$ cat src/rtl/bus_bridge_m_uart_endpoint_if.sv
// rtl/bus_bridge_m_uart_endpoint_if.sv - bus-B request/response channel between endpoint and bus
interface bus_bridge_m_uart_endpoint_if;
    logic        bus_req_valid;
    logic        bus_req_ready;
    logic [15:0] bus_req_addr;
    logic [7:0]  bus_req_wdata;
    logic        bus_req_write;
    logic        bus_resp_valid;
    logic        bus_resp_ready;
    logic [7:0]  bus_resp_rdata;

    modport master (
        output bus_req_valid, bus_req_addr, bus_req_wdata, bus_req_write, bus_resp_ready,
        input  bus_req_ready, bus_resp_valid, bus_resp_rdata
    );

    modport slave (
        input  bus_req_valid, bus_req_addr, bus_req_wdata, bus_req_write, bus_resp_ready,
        output bus_req_ready, bus_resp_valid, bus_resp_rdata
    );
endinterface

$ cat src/rtl/bus_bridge_m_uart_endpoint.sv
// rtl/bus_bridge_m_uart_endpoint.sv - UART request deframer issuing bus-B transactions and framing responses
module bus_bridge_m_uart_endpoint #(
    parameter int FRAME_TIMEOUT = 1000000
) (
    input  logic        clk,
    input  logic        rst_n,
    input  logic [7:0]  uart_data_out,
    input  logic        uart_ready,
    output logic        uart_ready_clr,
    output logic [7:0]  uart_data_in,
    output logic        uart_wr_en,
    input  logic        uart_tx_busy,
    bus_bridge_m_uart_endpoint_if.master bus,
    output logic        frame_err,
    output logic        rx_overrun
);
    localparam int CW = (FRAME_TIMEOUT > 0) ? $clog2(FRAME_TIMEOUT + 1) : 1;
    localparam logic [CW-1:0] TO_VAL = CW'(FRAME_TIMEOUT);

    typedef enum logic [3:0] {
        RX_ADDR_L, RX_ADDR_H, RX_DATA, RX_FLAGS, ISSUE, WAIT_RESP,
        TX_DATA, TX_DATA_WAIT, TX_FLAGS, TX_FLAGS_WAIT
    } state_t;

    state_t        state, state_nxt;
    logic          ready_q, busy_q;
    logic [15:0]   req_addr;
    logic [7:0]    req_wdata;
    logic          req_write;
    logic [7:0]    resp_data;
    logic [CW-1:0] cnt;
    logic          rx_byte, tx_done, in_rx, counting, timeout, tx_start;

    assign rx_byte  = uart_ready && !ready_q;
    assign tx_done  = busy_q && !uart_tx_busy;
    assign in_rx    = (state == RX_ADDR_L) || counting;
    assign counting = (state == RX_ADDR_H) || (state == RX_DATA) || (state == RX_FLAGS);
    // A byte arriving in the expiry cycle takes priority over the timeout.
    assign timeout  = (FRAME_TIMEOUT != 0) && counting && !rx_byte && (cnt >= TO_VAL);
    assign tx_start = ((state == TX_DATA) || (state == TX_FLAGS)) && !uart_tx_busy;

    always_ff @(posedge clk or negedge rst_n) begin
        if (!rst_n) state <= RX_ADDR_L;
        else        state <= state_nxt;
    end

    always_comb begin
        state_nxt = state;
        case (state)
            RX_ADDR_L:     if (rx_byte) state_nxt = RX_ADDR_H;
            RX_ADDR_H:     if (rx_byte) state_nxt = RX_DATA;  else if (timeout) state_nxt = RX_ADDR_L;
            RX_DATA:       if (rx_byte) state_nxt = RX_FLAGS; else if (timeout) state_nxt = RX_ADDR_L;
            RX_FLAGS:      if (rx_byte) state_nxt = ISSUE;    else if (timeout) state_nxt = RX_ADDR_L;
            ISSUE:         if (bus.bus_req_ready) state_nxt = WAIT_RESP;
            WAIT_RESP:     if (bus.bus_resp_valid) state_nxt = TX_DATA;
            TX_DATA:       if (!uart_tx_busy) state_nxt = TX_DATA_WAIT;
            TX_DATA_WAIT:  if (tx_done) state_nxt = TX_FLAGS;
            TX_FLAGS:      if (!uart_tx_busy) state_nxt = TX_FLAGS_WAIT;
            TX_FLAGS_WAIT: if (tx_done) state_nxt = RX_ADDR_L;
            default:       state_nxt = RX_ADDR_L;
        endcase
    end

    always_comb begin
        bus.bus_req_valid  = (state == ISSUE);
        bus.bus_resp_ready = (state == WAIT_RESP);
        bus.bus_req_addr   = req_addr;
        bus.bus_req_wdata  = req_wdata;
        bus.bus_req_write  = req_write;
    end

    always_ff @(posedge clk or negedge rst_n) begin
        if (!rst_n) begin
            ready_q        <= 1'b0;
            busy_q         <= 1'b0;
            req_addr       <= 16'h0000;
            req_wdata      <= 8'h00;
            req_write      <= 1'b0;
            resp_data      <= 8'h00;
            cnt            <= '0;
            uart_ready_clr <= 1'b0;
            rx_overrun     <= 1'b0;
            frame_err      <= 1'b0;
            uart_wr_en     <= 1'b0;
            uart_data_in   <= 8'h00;
        end else begin
            ready_q        <= uart_ready;
            busy_q         <= uart_tx_busy;
            uart_ready_clr <= rx_byte;
            rx_overrun     <= rx_byte && !in_rx;
            frame_err      <= timeout;
            uart_wr_en     <= tx_start;

            if (rx_byte || !counting) cnt <= '0;
            else if (cnt != '1)       cnt <= cnt + 1'b1;

            if (rx_byte) begin
                case (state)
                    RX_ADDR_L: req_addr[7:0]  <= uart_data_out;
                    RX_ADDR_H: req_addr[15:8] <= uart_data_out;
                    RX_DATA:   req_wdata      <= uart_data_out;
                    RX_FLAGS:  req_write      <= uart_data_out[0];
                    default:   ;
                endcase
            end

            if (state == WAIT_RESP && bus.bus_resp_valid)
                resp_data <= req_write ? 8'h00 : bus.bus_resp_rdata;

            if (tx_start)
                uart_data_in <= (state == TX_DATA) ? resp_data : {7'b0, req_write};
        end
    end
endmodule
$ cat src/flat_wrapper.sv
// flat-port wrapper written by rule: the top's interface ports become plain ports
module bus_bridge_m_uart_endpoint_flat 
#(
    parameter int FRAME_TIMEOUT = 1000000
)
  (clk, rst_n, uart_data_out, uart_ready, uart_ready_clr, uart_data_in, uart_wr_en, uart_tx_busy, frame_err, rx_overrun, bus_bus_req_valid, bus_bus_req_addr, bus_bus_req_wdata, bus_bus_req_write, bus_bus_resp_ready, bus_bus_req_ready, bus_bus_resp_valid, bus_bus_resp_rdata);
  bus_bridge_m_uart_endpoint_if bus_i ();
  input  logic clk;
  input  logic rst_n;
  input  logic [7:0] uart_data_out;
  input  logic uart_ready;
  output logic uart_ready_clr;
  output logic [7:0] uart_data_in;
  output logic uart_wr_en;
  input  logic uart_tx_busy;
  output logic frame_err;
  output logic rx_overrun;
  output wire logic [$bits(bus_i.bus_req_valid)-1:0] bus_bus_req_valid;
  output wire logic [$bits(bus_i.bus_req_addr)-1:0] bus_bus_req_addr;
  output wire logic [$bits(bus_i.bus_req_wdata)-1:0] bus_bus_req_wdata;
  output wire logic [$bits(bus_i.bus_req_write)-1:0] bus_bus_req_write;
  output wire logic [$bits(bus_i.bus_resp_ready)-1:0] bus_bus_resp_ready;
  input wire logic [$bits(bus_i.bus_req_ready)-1:0] bus_bus_req_ready;
  input wire logic [$bits(bus_i.bus_resp_valid)-1:0] bus_bus_resp_valid;
  input wire logic [$bits(bus_i.bus_resp_rdata)-1:0] bus_bus_resp_rdata;
  assign bus_bus_req_valid = bus_i.bus_req_valid;
  assign bus_bus_req_addr = bus_i.bus_req_addr;
  assign bus_bus_req_wdata = bus_i.bus_req_wdata;
  assign bus_bus_req_write = bus_i.bus_req_write;
  assign bus_bus_resp_ready = bus_i.bus_resp_ready;
  assign bus_i.bus_req_ready = bus_bus_req_ready;
  assign bus_i.bus_resp_valid = bus_bus_resp_valid;
  assign bus_i.bus_resp_rdata = bus_bus_resp_rdata;
  bus_bridge_m_uart_endpoint #(.FRAME_TIMEOUT(FRAME_TIMEOUT)) u_core (.clk(clk), .rst_n(rst_n), .uart_data_out(uart_data_out), .uart_ready(uart_ready), .uart_ready_clr(uart_ready_clr), .uart_data_in(uart_data_in), .uart_wr_en(uart_wr_en), .uart_tx_busy(uart_tx_busy), .bus(bus_i), .frame_err(frame_err), .rx_overrun(rx_overrun));
endmodule
$ cat config.mk
export PLATFORM = sky130hd
export DESIGN_NAME = bus_bridge_m_uart_endpoint_flat
export DESIGN_NICKNAME = d
export VERILOG_FILES = /design/src/rtl/bus_bridge_m_uart_endpoint_if.sv /design/src/rtl/bus_bridge_m_uart_endpoint.sv /design/src/flat_wrapper.sv
export SDC_FILE = /design/constraint.sdc
export NUM_CORES = 1
export LEC_CHECK = 0
export BUFFER_PORTS_ARGS = -buffer_cell sky130_fd_sc_hd__buf_2
export CAP_MARGIN = 20
export CORE_MARGIN = 10
export CORE_UTILIZATION = 60
export CTS_CLUSTER_DIAMETER = 200
export DETAILED_ROUTE_END_ITERATION = 7
export GPL_TIMING_DRIVEN = 0
export PLACE_DENSITY = 0.87
export SLEW_MARGIN = 20
export SYNTH_ARGS = -nofsm -noshare
export SYNTH_HDL_FRONTEND = slang
export SYNTH_SLANG_ARGS = --single-unit
$ cat constraint.sdc
create_clock -name clk -period 4.02 [get_ports clk]
set_input_delay 0 -clock clk [delete_from_list [all_inputs] [get_ports clk]]
set_output_delay 0 -clock clk [all_outputs]
set_load 0.01 [all_outputs]
# == Yosys cells after proc, flatten, opt, wreduce, memory -nomap -nowiden ==
# Cells that the tools add are included.
# word_totals
register_bits,71
inputBits,22
out_inout_bits,39
# classes
n_addsub,1
order_cmp,1
n_eq_ne,17
mux,16
reduce_logical,24
# ops
cell,n
$mux W4,11
$mux W20,2
$pmux W4 S10,1
$add A20 B1 Y20 const B,1
$ge A20 B20 Y1 const B,1
$ne A20 B20 Y1 const B,1
$eq A4 B3 Y1 const B,4
$mux W8,2
$ne A2 B1 Y1 const B,5
$eq A4 B2 Y1 const B,2
$eq A4 B4 Y1 const B,2
$reduce_and A2 Y1,4
$logic_and A1 B1 Y1,7
$reduce_and A7 Y1,1
$logic_not A1 Y1,5
$logic_or A1 B1 Y1,5
$eq A4 B1 Y1 const B,1
$logic_not A4 Y1,1
$ne A2 B2 Y1 const B,2
$reduce_bool A2 Y1,1

# == Depth between registers and ports, before layout ==
# depth
word_depth,8
ltp_mapped,6
mapped_depth_nobuf,5

# == Least setup slack after synthesis ==
# Ideal clock, no wire load.
# synth_timing
path_kind,register to register
from,register u_core.state[3]
to,register u_core.cnt[5]
setup_ns,0.076
arrival_time_ns,1.554
t_required_ns,3.944
slack_ns,2.390
stages_incl_launch_ff,6
path_buffers,2
synth_period_minus_slack_ns,1.630
path_cell_list,dfrtp_1 buf_6 or4_4 buf_6 a2111o_1 o21ai_1
# synth_between
elab_chain_len,6
word_cells_on_any_way,9
cone_classes,eq/ne (3); mux (1); reduce/logical (5)
# synth_rtl
item,line_no,text
"start, declared",bus_bridge_m_uart_endpoint.sv:25,"state_t state, state_nxt;"
"start signal, assigned",bus_bridge_m_uart_endpoint.sv:44,else state <= state_nxt;
$eq A4 B1 Y1 / $eq A4 B2 Y1 (equally long branches),bus_bridge_m_uart_endpoint.sv:37,assign counting = (state == RX_ADDR_H) || (state == RX_DATA) || (state == RX_FLAGS);
$logic_or A1 B1 Y1,bus_bridge_m_uart_endpoint.sv:37,
$logic_or A1 B1 Y1 *,bus_bridge_m_uart_endpoint.sv:37,
$logic_not A1 Y1 *,bus_bridge_m_uart_endpoint.sv:94,if (rx_byte || !counting) cnt <= '0;
$logic_or A1 B1 Y1 *,bus_bridge_m_uart_endpoint.sv:94,
$mux W20 / $reduce_bool A2 Y1 (equally long branches),-,
"end signal, assigned",bus_bridge_m_uart_endpoint.sv:95,else if (cnt != '1) cnt <= cnt + 1'b1;
"end, declared",bus_bridge_m_uart_endpoint.sv:31,logic [CW-1:0] cnt;
# Every way passes the cells marked *; elsewhere a longest branch is shown, timed or not.
# A chain may end at the register's enable or synchronous reset.

# == Worst setup path after layout ==
# layout_timing
from,register u_core.cnt[1]
to,register u_core.cnt[14]
# layout_between
elab_chain_len,3
word_cells_on_any_way,5
cone_classes,add/sub (1); eq/ne (1); mux (2); reduce/logical (1)
# layout_rtl
item,line_no
$add A20 B1 Y20,bus_bridge_m_uart_endpoint.sv:95
$mux W20,bus_bridge_m_uart_endpoint.sv:95
$mux W20,bus_bridge_m_uart_endpoint.sv:94
# Several ways; a longest one is shown, not always the timed one. The select of a mux whose other input is x is not followed.

==> results.toml <==
[place]
dp.final_hpwl_um = 5840
io_buffers = 60
place_congestion = 0.838

[worst_setup_path]
worstPathCellList = "ha_1 > clkbuf_1 > nand2_2 > or4b_1 > a21oi_1"
cp_max_fo = 10
critPathMaxStageDelay_ps = 580
crit_slowest_cell = "or4b_1"
reg2reg_depth = 5
cp_top_family = "simple AND/OR/NAND/NOR gates"
path_buf_inv = 1
path_class = "flip-flop to flip-flop"
cp.required_ps = 4300
cp-start-kind = "flip-flop"
crit_arrival_ps = 2230
critPathCaptureType = "flip-flop"
cp_num_cells = 5

[floorplan]
core_area_um2 = 5510
dieArea_um2 = 9090
pin_count = 61
fp.dieW_um = 95.3
die_h_um = 95.3
std_cell_rows = 27
initial_core_util_pct = 61.8

[drt]
vias = 2864
viasPerCell = 6.00
drt_iter0_drc = 164
wl_um = 8900
drc = 0
wire_per_inst_um = 18.7
firstDrtPassIters = 5
antenna_left = 0

[clock_tree]
cts_setup_buffers = 0
cts-buffers-inserted = 9
cts_tree = "built"
clock-sinks = 71
cts.clk_slew.worst_paths_ps = 80
clockRootBuffer = "clkbuf_8"
clk-insertion-delay-late_ps = 350
htreeDepth = 3
max-clock-path-buffers = 2

[sta]
fmax_mhz = 513
fin_crit_sh_pct = 48.5
tns_ps = 0
rsz0062_at_grt = "false"
worst_slew_pin_slew_ps = 839
setup_viol = 0
max_slew_margin_pct = 43.6
finalMaxSlewViolations = 0
finalHoldViolCount = 0
fin_crit_ps = 1950
fin_skew_ps = 10.1

[synth]
synth_edf_count = 0
synthFlopType = "dfrtp_1"
synth.most_common_cell = "dfrtp_1"
post_synth.cell_area_avg_um2 = 11.0
yosysWarningCount = 0
synth.cells.most_frequent = "dfrtp_1, nand2_1, mux2_2"
synth_top_area_cell = "dfrtp_1"
syn_area_um2 = 3400
synth_area_leaders = "dfrtp_1, mux2_2, o21ai_0"
syn_inst = 309
ys_seq_area_share_pct = 52.2
synth_seq_cells = 71
synthesis.nets = 333
synth.distinct_cells = 57
synth_top_area_share_pct = 52.2
async_flop_share_pct = 100

[hold_path]
hold_path_depth = 3
hold_class = "primary input to flip-flop"

[power_and_ir_drop]
power_mw = 2.57
pwr_density_cell_nw_per_um2 = 609
ir_drop_v = 0.000512
power_leakage_nw = 1.93

[cells_and_area]
final_nets = 424
n_antenna_cell = 0
area_delta_synth_final_pct = 23.8
final_util_pct = 76.6
fill_cells = 343
layout-drive-gt1-share_pct = 30.4

[global_route]
antenna_found_initial = 0
grt_pass1_vias = 2897
grt_use_total_pct = 20.3
grt_max_degree = 42
grt_pass1_wl_um = 14400
gr-total-overflow = 0

[run]
maxCapViolations = 0

[outcome]
outcome = "complete, no violations"
stage by stage:
stage / hold WS [ps] / instances / worst slack (ps) / area [µm²]
floorplan: -296 / 309 / 2390 / 3400
global placement: 157 / 441 / 2190 / 3790
detailed placement: -40.5 / 442 / 2130 / 3820
CTS: 18.1 / 477 / 2090 / 4220
global route: 34.2 / 477 / 1840 / 4220
finish: 24.4 / 477 / 2070 / 4220
cell usage in the layout, fill, tap and decap left out, types with 3 or more instances in the layout:
cell type and instances:
nand2b_1 13, a22o_1 7, buf_6 3, mux2i_1 4, nor3_1 5, o21ai_1 6, and4_1 7, clkbuf_8 11
o21ai_0 20, nand2_1 26, mux2_2 25, nor2_1 8, dfrtp_1 71, o31ai_1 3, buf_2 65, clkbuf_1 7
nand3b_1 3, buf_4 4, nand3_1 9, nand4_1 6, a2111o_1 6, nor4_1 4, dlygate4sd3_1 19, and3_1 3
a21oi_1 19, inv_1 4
cell type report:
class	count	area (µm²)	area share (%)
multi-input combinational	214	1500	35.5
timing repair buffer	80	513	12.2
clock buffer	12	155	3.68
sequential	71	1780	42.1
buffer	19	113	2.67
tap	72	90.1	2.14
clock inverter	4	52.6	1.25
inverter	5	18.8	0.445
path summary, 6_finish.rpt:
path,start,to,slack (ps)
max,u_core.cnt[1]$_DFFE_PN0P_,u_core.cnt[14]$_DFFE_PN0P_,2070
min,bus_bus_req_ready,u_core.state[2]$_DFFE_PN0P_,20
max reg2reg,u_core.cnt[1]$_DFFE_PN0P_,u_core.cnt[14]$_DFFE_PN0P_,2070
min reg2reg,u_core.resp_data[7]$_DFFE_PN0P_,u_core.resp_data[7]$_DFFE_PN0P_,490
max in group asynchronous,rst_n,u_core.bus.bus_req_write$_DFFE_PN0P_,3350
min in group asynchronous,rst_n,u_core.cnt[0]$_DFFE_PN0P_,120
worst min-delay path, stage by stage:
cell and delay [ps]:
buf_2 90, or4bb_1 110, o311ai_0 110
flip-flops by register name, indices dropped and copies added, names as in the netlist:
register                  count
u_core.bus.bus_req_addr      16
u_core.bus.bus_req_wdata      8
u_core.bus.bus_req_write      1
u_core.busy_q                 1
u_core.cnt                   20
u_core.frame_err              1
u_core.ready_q                1
u_core.resp_data              8
u_core.rx_overrun             1
u_core.state                  4
u_core.uart_data_in           8
u_core.uart_ready_clr         1
u_core.uart_wr_en             1
what timing repair did:
action	in CTS	in global routing
hold buffers	19	0
hold endpoints to repair	108	0
gates resized for setup	0	0
metal layers:
| layer | part of all wire, % | vias to the layer above | global-route usage, % |
|---|---|---|---|
| li1 | - | 1332 | - |
| met2 | 52 | 112 | 34.4 |
| met4 | 1.9 | 0 | 8.85 |
| met1 | 39 | 1401 | 23.0 |
| met5 | 0 | - | 0 |
| met3 | 7.4 | 19 | 6.44 |
power by group:
group | total [mW] | internal, mW | switching, mW
sequential | 1.08 | 0.939 | 0.139
clock | 0.601 | 0.323 | 0.278
combinational | 0.890 | 0.409 | 0.481
logic make-up (layout without fill, tap and decap cells):
family / Yosys count / after routing / synth area share [%]
simple gates: 106 / 106 / 18.8
compound gates: 77 / 77 / 15.0
flops: 71 / 71 / 52.2
mux: 29 / 29 / 9.45
buf+inv: 24 / 120 / 3.86
fa+ha+maj: 2 / 2 / 0.735
Power figures use the tool's default switching activity.
